## src/rtl/mc_pkg.sv

```systemverilog
// Shared types and constants for the multi-cycle MIPS datapath: sequencer states,
// opcode/funct encodings, ALU operations and the overflow trap vector.
package mc_pkg;

    typedef enum logic [2:0] {
        ST_RST    = 3'd0,
        ST_FETCH  = 3'd1,
        ST_DECODE = 3'd2,
        ST_EXEC   = 3'd3,
        ST_MEM    = 3'd4,
        ST_WB     = 3'd5
    } state_e;

    typedef enum logic [2:0] {
        ALU_ADD = 3'd0,
        ALU_SUB = 3'd1,
        ALU_AND = 3'd2,
        ALU_OR  = 3'd3,
        ALU_SLT = 3'd4
    } alu_op_e;

    localparam logic [5:0] OP_RTYPE = 6'h00;
    localparam logic [5:0] OP_J     = 6'h02;
    localparam logic [5:0] OP_JAL   = 6'h03;
    localparam logic [5:0] OP_BEQ   = 6'h04;
    localparam logic [5:0] OP_BNE   = 6'h05;
    localparam logic [5:0] OP_ADDI  = 6'h08;
    localparam logic [5:0] OP_SLTI  = 6'h0A;
    localparam logic [5:0] OP_ANDI  = 6'h0C;
    localparam logic [5:0] OP_ORI   = 6'h0D;
    localparam logic [5:0] OP_LW    = 6'h23;
    localparam logic [5:0] OP_SW    = 6'h2B;

    localparam logic [5:0] F_ADD = 6'h20;
    localparam logic [5:0] F_SUB = 6'h22;
    localparam logic [5:0] F_AND = 6'h24;
    localparam logic [5:0] F_OR  = 6'h25;
    localparam logic [5:0] F_SLT = 6'h2A;

    localparam logic [31:0] TRAP_VECTOR = 32'h0000_0080;

    function automatic alu_op_e alu_op_of(input logic [5:0] op, input logic [5:0] funct);
        alu_op_e r;
        r = ALU_ADD;
        case (op)
            OP_RTYPE: begin
                case (funct)
                    F_SUB:   r = ALU_SUB;
                    F_AND:   r = ALU_AND;
                    F_OR:    r = ALU_OR;
                    F_SLT:   r = ALU_SLT;
                    default: r = ALU_ADD;
                endcase
            end
            OP_ANDI: r = ALU_AND;
            OP_ORI:  r = ALU_OR;
            OP_SLTI: r = ALU_SLT;
            default: r = ALU_ADD;
        endcase
        return r;
    endfunction

    function automatic logic is_legal(input logic [5:0] op, input logic [5:0] funct);
        logic ok;
        case (op)
            OP_RTYPE: begin
                case (funct)
                    F_ADD, F_SUB, F_AND, F_OR, F_SLT: ok = 1'b1;
                    default:                          ok = 1'b0;
                endcase
            end
            OP_J, OP_JAL, OP_BEQ, OP_BNE, OP_ADDI, OP_SLTI,
            OP_ANDI, OP_ORI, OP_LW, OP_SW: ok = 1'b1;
            default:                       ok = 1'b0;
        endcase
        return ok;
    endfunction

    function automatic logic [31:0] alu_calc(input alu_op_e op, input logic [31:0] a, input logic [31:0] b);
        logic [31:0] r;
        case (op)
            ALU_ADD: r = a + b;
            ALU_SUB: r = a - b;
            ALU_AND: r = a & b;
            ALU_OR:  r = a | b;
            ALU_SLT: r = ($signed(a) < $signed(b)) ? 32'h0000_0001 : 32'h0000_0000;
            default: r = 32'h0000_0000;
        endcase
        return r;
    endfunction

    function automatic logic signed_ovf(input alu_op_e op, input logic [31:0] a,
                                        input logic [31:0] b, input logic [31:0] r);
        logic v;
        case (op)
            ALU_ADD: v = (a[31] == b[31]) && (r[31] != a[31]);
            ALU_SUB: v = (a[31] != b[31]) && (r[31] != a[31]);
            default: v = 1'b0;
        endcase
        return v;
    endfunction

endpackage

```

## src/rtl/mc_data_path_if.sv

```systemverilog
// Shared instruction/data memory port: one request/ready handshake for both fetch and load/store.
interface mc_data_path_if #(parameter int MEM_AW = 32);
    logic              mem_req;
    logic              mem_we;
    logic [MEM_AW-1:0] mem_addr;
    logic [31:0]       mem_wdata;
    logic [31:0]       mem_rdata;
    logic              mem_ready;

    modport master (output mem_req, output mem_we, output mem_addr, output mem_wdata,
                    input mem_rdata, input mem_ready);
    modport slave  (input mem_req, input mem_we, input mem_addr, input mem_wdata,
                    output mem_rdata, output mem_ready);
endinterface

```

## src/rtl/mc_regfile.sv

```systemverilog
// NREG x 32 register file: two asynchronous read ports, one synchronous write port, r0 fixed at zero.
module mc_regfile #(
    parameter int NREG = 32
) (
    input  logic        clk,
    input  logic        rst,
    input  logic [4:0]  ra1_i,
    input  logic [4:0]  ra2_i,
    output logic [31:0] rd1_o,
    output logic [31:0] rd2_o,
    input  logic        we_i,
    input  logic [4:0]  wa_i,
    input  logic [31:0] wd_i
);
    localparam int AW = $clog2(NREG);

    logic [31:0] regs_q [NREG];

    // Index bits above log2(NREG) are dropped; r0 is never written so it keeps its reset zero.
    always_ff @(posedge clk or posedge rst) begin
        if (rst) begin
            for (int i = 0; i < NREG; i++) begin
                regs_q[i] <= 32'h0000_0000;
            end
        end else if (we_i && (wa_i[AW-1:0] != {AW{1'b0}})) begin
            regs_q[wa_i[AW-1:0]] <= wd_i;
        end
    end

    assign rd1_o = (ra1_i[AW-1:0] == {AW{1'b0}}) ? 32'h0000_0000 : regs_q[ra1_i[AW-1:0]];
    assign rd2_o = (ra2_i[AW-1:0] == {AW{1'b0}}) ? 32'h0000_0000 : regs_q[ra2_i[AW-1:0]];

endmodule

```

## src/rtl/mc_data_path.sv

```systemverilog
// Multi-cycle MIPS datapath with integrated FETCH/DECODE/EXEC/MEM/WB sequencer.
// Define MC_OVERFLOW_TRAP_EN to send overflowing add/sub/addi to TRAP_VECTOR instead of writing back.
module mc_data_path
    import mc_pkg::*;
#(
    parameter logic [31:0] RESET_PC = 32'h0000_0000,
    parameter int          NREG     = 32,
    parameter int          MEM_AW   = 32
) (
    input  logic                  clk,
    input  logic                  rst,
    mc_data_path_if.master        mem,
    output logic [31:0]           PC_out,
    output logic [31:0]           ALU_out,
    output logic                  zero,
    output logic                  overflow,
    output logic                  illegal,
    output logic [2:0]            state
);
    state_e      state_q, state_d;
    logic [31:0] pc_q, pc_d, ir_q, ir_d, a_q, a_d, b_q, b_d;
    logic [31:0] alu_out_q, alu_out_d, mdr_q, mdr_d;
    logic        overflow_q, overflow_d, illegal_q, illegal_d;

    logic [5:0]  opcode_s, funct_s;
    logic [31:0] sext_imm_s, opnd_b_s, alu_res_s, rs_val_s, rt_val_s;
    alu_op_e     alu_op_s;
    logic        is_arith_s, ovf_s;
    logic        rf_we_s;
    logic [4:0]  rf_wa_s;
    logic [31:0] rf_wd_s;

    assign opcode_s   = ir_q[31:26];
    assign funct_s    = ir_q[5:0];
    assign sext_imm_s = {{16{ir_q[15]}}, ir_q[15:0]};
    assign alu_op_s   = alu_op_of(opcode_s, funct_s);
    assign is_arith_s = (opcode_s == OP_ADDI) ||
                        ((opcode_s == OP_RTYPE) && ((funct_s == F_ADD) || (funct_s == F_SUB)));

    // Second ALU operand: rt for R-type, zero-extended imm for andi/ori, sign-extended otherwise.
    always_comb begin
        if (opcode_s == OP_RTYPE) begin
            opnd_b_s = b_q;
        end else if ((opcode_s == OP_ANDI) || (opcode_s == OP_ORI)) begin
            opnd_b_s = {16'h0000, ir_q[15:0]};
        end else begin
            opnd_b_s = sext_imm_s;
        end
    end

    assign alu_res_s = alu_calc(alu_op_s, a_q, opnd_b_s);
    assign ovf_s     = is_arith_s && signed_ovf(alu_op_s, a_q, opnd_b_s, alu_res_s);

    mc_regfile #(.NREG(NREG)) u_rf (
        .clk   (clk),
        .rst   (rst),
        .ra1_i (ir_q[25:21]),
        .ra2_i (ir_q[20:16]),
        .rd1_o (rs_val_s),
        .rd2_o (rt_val_s),
        .we_i  (rf_we_s),
        .wa_i  (rf_wa_s),
        .wd_i  (rf_wd_s)
    );

    // Sequencer next-state and datapath register updates.
    always_comb begin
        state_d    = state_q;
        pc_d       = pc_q;
        ir_d       = ir_q;
        a_d        = a_q;
        b_d        = b_q;
        alu_out_d  = alu_out_q;
        mdr_d      = mdr_q;
        overflow_d = overflow_q;
        illegal_d  = illegal_q;
        rf_we_s    = 1'b0;
        rf_wa_s    = ir_q[20:16];
        rf_wd_s    = alu_out_q;
        case (state_q)
            ST_RST: state_d = ST_FETCH;
            ST_FETCH: begin
                if (mem.mem_ready) begin
                    ir_d    = mem.mem_rdata;
                    pc_d    = pc_q + 32'd4;
                    state_d = ST_DECODE;
                end else begin
                    state_d = ST_FETCH;
                end
            end
            ST_DECODE: begin
                a_d       = rs_val_s;
                b_d       = rt_val_s;
                alu_out_d = pc_q + {sext_imm_s[29:0], 2'b00};
                if ((opcode_s == OP_J) || (opcode_s == OP_JAL)) begin
                    pc_d    = {pc_q[31:28], ir_q[25:0], 2'b00};
                    rf_we_s = (opcode_s == OP_JAL);
                    rf_wa_s = 5'd31;
                    rf_wd_s = pc_q;
                    state_d = ST_FETCH;
                end else if (!is_legal(opcode_s, funct_s)) begin
                    illegal_d = 1'b1;
                    state_d   = ST_FETCH;
                end else begin
                    state_d = ST_EXEC;
                end
            end
            ST_EXEC: begin
                if ((opcode_s == OP_BEQ) || (opcode_s == OP_BNE)) begin
                    if ((a_q == b_q) == (opcode_s == OP_BEQ)) begin
                        pc_d = alu_out_q;
                    end else begin
                        pc_d = pc_q;
                    end
                    state_d = ST_FETCH;
                end else if ((opcode_s == OP_LW) || (opcode_s == OP_SW)) begin
                    alu_out_d = alu_res_s;
                    state_d   = ST_MEM;
                end else begin
                    alu_out_d = alu_res_s;
                    if (ovf_s) begin
                        overflow_d = 1'b1;
                    end else begin
                        overflow_d = overflow_q;
                    end
`ifdef MC_OVERFLOW_TRAP_EN
                    if (ovf_s) begin
                        pc_d    = TRAP_VECTOR;
                        state_d = ST_FETCH;
                    end else begin
                        state_d = ST_WB;
                    end
`else
                    state_d = ST_WB;
`endif
                end
            end
            ST_MEM: begin
                if (!mem.mem_ready) begin
                    state_d = ST_MEM;
                end else if (opcode_s == OP_SW) begin
                    state_d = ST_FETCH;
                end else begin
                    mdr_d   = mem.mem_rdata;
                    state_d = ST_WB;
                end
            end
            ST_WB: begin
                rf_we_s = 1'b1;
                if (opcode_s == OP_RTYPE) begin
                    rf_wa_s = ir_q[15:11];
                end else if (opcode_s == OP_LW) begin
                    rf_wd_s = mdr_q;
                end else begin
                    rf_wa_s = ir_q[20:16];
                end
                state_d = ST_FETCH;
            end
            default: state_d = ST_RST;
        endcase
    end

    // Architectural state; reset aborts any access in flight.
    always_ff @(posedge clk or posedge rst) begin
        if (rst) begin
            state_q    <= ST_RST;
            pc_q       <= RESET_PC;
            ir_q       <= 32'h0000_0000;
            a_q        <= 32'h0000_0000;
            b_q        <= 32'h0000_0000;
            alu_out_q  <= 32'h0000_0000;
            mdr_q      <= 32'h0000_0000;
            overflow_q <= 1'b0;
            illegal_q  <= 1'b0;
        end else begin
            state_q    <= state_d;
            pc_q       <= pc_d;
            ir_q       <= ir_d;
            a_q        <= a_d;
            b_q        <= b_d;
            alu_out_q  <= alu_out_d;
            mdr_q      <= mdr_d;
            overflow_q <= overflow_d;
            illegal_q  <= illegal_d;
        end
    end

    // Bus outputs decode straight from registers, so they hold while waiting and drop with reset.
    assign mem.mem_req   = (state_q == ST_FETCH) || (state_q == ST_MEM);
    assign mem.mem_we    = (state_q == ST_MEM) && (opcode_s == OP_SW);
    assign mem.mem_addr  = (state_q == ST_MEM) ? {alu_out_q[MEM_AW-1:2], 2'b00}
                                               : {pc_q[MEM_AW-1:2], 2'b00};
    assign mem.mem_wdata = b_q;

    assign PC_out   = pc_q;
    assign ALU_out  = alu_out_q;
    assign zero     = (alu_res_s == 32'h0000_0000);
    assign overflow = overflow_q;
    assign illegal  = illegal_q;
    assign state    = state_q;

endmodule

```

## src/flat_wrapper.sv

```systemverilog
// flat-port wrapper written by rule: the top's interface ports become plain ports
module mc_data_path_flat import mc_pkg::*;
#(
    parameter logic [31:0] RESET_PC = 32'h0000_0000,
    parameter int          NREG     = 32,
    parameter int          MEM_AW   = 32
)
  (clk, rst, PC_out, ALU_out, zero, overflow, illegal, state, mem_mem_req, mem_mem_we, mem_mem_addr, mem_mem_wdata, mem_mem_rdata, mem_mem_ready);
  mc_data_path_if #(.MEM_AW(MEM_AW)) mem_i ();
  input  logic clk;
  input  logic rst;
  output logic [31:0] PC_out;
  output logic [31:0] ALU_out;
  output logic zero;
  output logic overflow;
  output logic illegal;
  output logic [2:0] state;
  output wire logic [$bits(mem_i.mem_req)-1:0] mem_mem_req;
  output wire logic [$bits(mem_i.mem_we)-1:0] mem_mem_we;
  output wire logic [$bits(mem_i.mem_addr)-1:0] mem_mem_addr;
  output wire logic [$bits(mem_i.mem_wdata)-1:0] mem_mem_wdata;
  input wire logic [$bits(mem_i.mem_rdata)-1:0] mem_mem_rdata;
  input wire logic [$bits(mem_i.mem_ready)-1:0] mem_mem_ready;
  assign mem_mem_req = mem_i.mem_req;
  assign mem_mem_we = mem_i.mem_we;
  assign mem_mem_addr = mem_i.mem_addr;
  assign mem_mem_wdata = mem_i.mem_wdata;
  assign mem_i.mem_rdata = mem_mem_rdata;
  assign mem_i.mem_ready = mem_mem_ready;
  mc_data_path #(.RESET_PC(RESET_PC), .NREG(NREG), .MEM_AW(MEM_AW)) u_core (.clk(clk), .rst(rst), .mem(mem_i), .PC_out(PC_out), .ALU_out(ALU_out), .zero(zero), .overflow(overflow), .illegal(illegal), .state(state));
endmodule
```

## config.mk

```make
export PLATFORM = sky130hd
export DESIGN_NAME = mc_data_path_flat
export DESIGN_NICKNAME = d
export VERILOG_FILES = /design/src/rtl/mc_pkg.sv /design/src/rtl/mc_data_path_if.sv /design/src/rtl/mc_regfile.sv /design/src/rtl/mc_data_path.sv /design/src/flat_wrapper.sv
export SDC_FILE = /design/constraint.sdc
export NUM_CORES = 2
export LEC_CHECK = 0
export CAP_MARGIN = 20
export CORE_MARGIN = 8
export CORE_UTILIZATION = 25
export DETAILED_ROUTE_END_ITERATION = 16
export GPL_TIMING_DRIVEN = 1
export PLACE_DENSITY = 0.47
export SYNTH_ARGS = -nofsm -noshare
export SYNTH_HDL_FRONTEND = slang
export SYNTH_HIERARCHICAL = 1
export SYNTH_SLANG_ARGS = --single-unit
export TNS_END_PERCENT = 20
```

## constraint.sdc

```tcl
create_clock -name clk -period 55.2 [get_ports clk]
set_input_delay 5.52 -clock clk [delete_from_list [all_inputs] [get_ports clk]]
set_output_delay 5.52 -clock clk [all_outputs]
set_load 0.03 [all_outputs]
```

==> flow_metrics.py <==
metrics = {
    "outcome": {
        "outcome": "finished, final reports clean",
    },
    "synth": {
        "yosys_warnings": 6,
        "syn-cell-area_um2": 71900,
        "ys_async_sr_fraction_pct": 100,
        "ys_ff_latch": 1221,
        "synth_edf_count": 0,
        "ys_seq_area_share_pct": 42.5,
        "yosysTopAreaCellShare_pct": 42.5,
        "synth.top_cells.by_area": "dfrtp_1, mux2_2, mux4_2, ha_1, nand2_1",
        "yosysTopAreaCell": "dfrtp_1",
        "syn_inst": 5722,
        "ys_types": 100,
        "avgSynthCellArea_um2": 12.6,
        "ys.flop_type": "dfrtp_1",
    },
    "floorplan": {
        "initial_utilization_pct": 25.0,
        "core-area_um2": 287000,
        "dieArea_um2": 305000,
        "num_rows": 197,
        "die_x_um": 552,
        "pin_count": 171,
        "die_h_um": 552,
    },
    "timing": {
        "rsz0062_at_grt": "false",
        "slew_violations": 0,
        "tns_ns": 0,
        "tightest_slew_ns": 1.18,
        "max_slew_margin_pct": 21.3,
        "layout_min_cycle_time_ns": 13.12,
        "fmax_mhz": 76.2,
        "finalHoldViolations": 0,
        "finalSetupViolCount": 0,
        "skew_ns": 0.0365,
        "min_period_over_period_pct": 23.8,
    },
    "final_layout": {
        "nets": 5815,
        "fillCellCount": 29100,
        "regArea_um2": 30600,
        "area_delta_synth_final_pct": 14.2,
        "fin_cells": 9549,
        "multi_input_area_um2": 38400,
        "layout-drive-gt1-share_pct": 35.3,
    },
    "route": {
        "drt_first_iter_violations": 5160,
        "routed_wl_mm": 287,
        "viasPerCell": 5.48,
        "ant_nets": 0,
        "drc": 0,
        "num_vias": 52300,
        "post_drt_wl_per_cell_um": 30.1,
        "first_pass_iters": 9,
    },
    "clocking": {
        "holdBufCountCts": 0,
        "clk_pin_slew_worst_paths_ns": 0.05,
        "htreeDepth": 4,
        "cts_setup_buffers": 0,
        "cts_sinks": 1221,
        "cts_buffer_depth": 3,
        "insertion_delay_ns": 0.82,
        "cts_tree": "built",
        "cts_root_buffer": "clkbuf_16",
        "cts.repair.resized": 0,
        "cts_buffers": 145,
    },
    "grt": {
        "grt_pass1_wl_mm": 410,
        "grt_use_total_pct": 18.2,
        "grt_max_degree": 168,
        "first_global_vias": 52900,
        "overflow": 0,
        "antenna_found_initial": 11,
    },
    "power_and_ir_drop": {
        "comb_power_share_pct": 52.0,
        "p_int_mw": 2.79,
        "switching_share_pct": 45.8,
        "p_switching_mw": 2.36,
        "vdd_drop_max_uv": 44.1,
        "cellPowerDensity_nw_per_um2": 62.8,
        "p_seq_share_pct": 29.0,
        "p_clk_share_pct": 19.0,
        "leakage_nw": 36.2,
    },
    "worst_setup_path": {
        "critPathTopFamily": "simple AND/OR/NAND/NOR gates",
        "path_common_cell": "nand2_1",
        "critPathArrivalTime_ns": 7.60,
        "worstPathRequired_ns": 49.68,
        "crit_fanout": 33,
        "slowest_stage": "clkdlybuf4s50_1",
        "path_class": "reg2out",
        "path_cells": "nor4_4 > nand2_1 > buf_4 > mux2_2 > ha_1 > inv_1 > fa_1 > nand2b_1 > a21oi_2 > o221ai_1 > a31oi_1 > nor3_1 > a211o_1 > a221oi_1 > nand2_1 > or4_1 > nor4_1 > and4_1 > clkdlybuf4s50_1",
        "start_kind": "flip-flop",
        "end_kind": "output pin",
        "cp_num_buf_inv": 3,
        "slowest_delay_ns": 0.72,
    },
    "hold_path": {
        "min_path_type": "reg2reg",
    },
    "flow_run": {
        "drv_cap": 0,
    },
    "placed_design": {
        "dp.cells": 9277,
        "hpwlAfterDp_mm": 180,
        "portBuffers": 168,
        "gp_congestion": 0.935,
    },
}
## registers in the layout (all words and copies together), names as in the netlist
signal,flops
u_core/mem.mem_wdata,32
u_core/ir_q,32
u_core/a_q,32
u_core/state,3
u_core/u_rf/regs_q,1024
u_core/overflow,1
u_core/PC_out,32
u_core/ALU_out,32
u_core/mdr_q,32
u_core/illegal,1
## routing by layer
metal	part of all wire [%]	wire, µm	GRT usage (%)
met1	45	131000	25.7
met2	44	127000	27.7
met3	6.8	19600	3.63
met4	3.6	10300	6.34
met5	0.0045	13	0
## layout by cell type (no fill, tap or decap), types with 126 or more instances in the layout
| cell type | instances |
|---|---|
| a21oi_1 | 162 |
| buf_4 | 139 |
| clkbuf_16 | 150 |
| clkdlybuf4s50_1 | 168 |
| dfrtp_1 | 1210 |
| ha_1 | 126 |
| mux2_2 | 1129 |
| mux2i_1 | 151 |
| mux4_2 | 418 |
| nand2_1 | 390 |
| nor2_1 | 142 |
| o21ai_0 | 162 |
## area by class of cell
type / count / area share, %
diodes: 6 / 0.0183
clock buffers: 214 / 5.23
clock inverters: 44 / 0.587
inverters: 112 / 0.540
multi-input cells: 3842 / 46.7
flip-flops and latches: 1221 / 37.3
well taps: 3781 / 5.76
repair buffers: 329 / 3.87
## cell families after synthesis
kind of cell | synth area share, %
xor gates and xnor gates | 0.816
AOI/OAI and AO/OA | 9.39
buffers and inverters | 4.57
adders and majority gates | 2.28
and+or+nand+nor | 5.79
other | 0.00522
muxes | 34.7
DFF | 42.5
## path summary, 6_finish.rpt
check                                   startpoint  slack (ns)  depth (start not counted)                      end
max reg2reg                        u_core/state[1]       49.41                         10   u_core/u_rf/regs_q[59]
min in group asynchronous                      rst        5.36                          2        u_core/PC_out[25]
min                        u_core/u_rf/regs_q[999]        0.39                          0  u_core/u_rf/regs_q[999]
max in group asynchronous                      rst       45.59                          6  u_core/u_rf/regs_q[685]
max                                u_core/ir_q[26]       42.08                         19                     zero
min reg2reg                u_core/u_rf/regs_q[999]        0.39                          0  u_core/u_rf/regs_q[999]
## cell usage after synthesis (26+ instances only)
library cell / n
a211oi_1: 84
a21o_1: 26
a21oi_1: 163
a221oi_1: 57
a22oi_1: 106
a311oi_1: 66
buf_2: 161
buf_4: 63
buf_6: 43
clkbuf_1: 259
dfrtp_1: 1221
ha_1: 126
inv_1: 108
mux2_1: 43
mux2_2: 1129
mux2i_1: 151
mux4_1: 30
mux4_2: 418
nand2_1: 407
nand3_1: 38
nor2_1: 154
nor2b_1: 86
nor3_1: 26
o21a_1: 26
o21ai_0: 162
o21ai_1: 86
xnor2_1: 59
## metrics by stage
step / power (mW) / instance area, µm² / hold slack [ns] / setup slack (ns) / util (%)
detailed placement: 4.13 / 77100 / 0.383 / 43.01 / 26.8
finish: 5.15 / 82100 / 0.395 / 42.08 / 28.6
floorplan: 3.16 / 71900 / 0.438 / 20.86 / -
global route: 5.39 / 82100 / 0.407 / 41.77 / 28.6
CTS: 5.13 / 81900 / 0.397 / 42.10 / 28.5
global placement: 4.09 / 77000 / 0.377 / 43.09 / 26.8
## power by group through the flow
| stage | Clock, mW | Sequential, mW | Combinational [mW] |
|---|---|---|---|
| floorplan | 0 | 1.41 | 1.75 |
| global placement | 0 | 1.49 | 2.61 |
| CTS | 1.00 | 1.49 | 2.64 |
| finish | 0.978 | 1.50 | 2.68 |
| global route | 1.04 | 1.53 | 2.82 |
| detailed placement | 0 | 1.50 | 2.63 |
No activity file was read; power rests on OpenSTA's default activity.
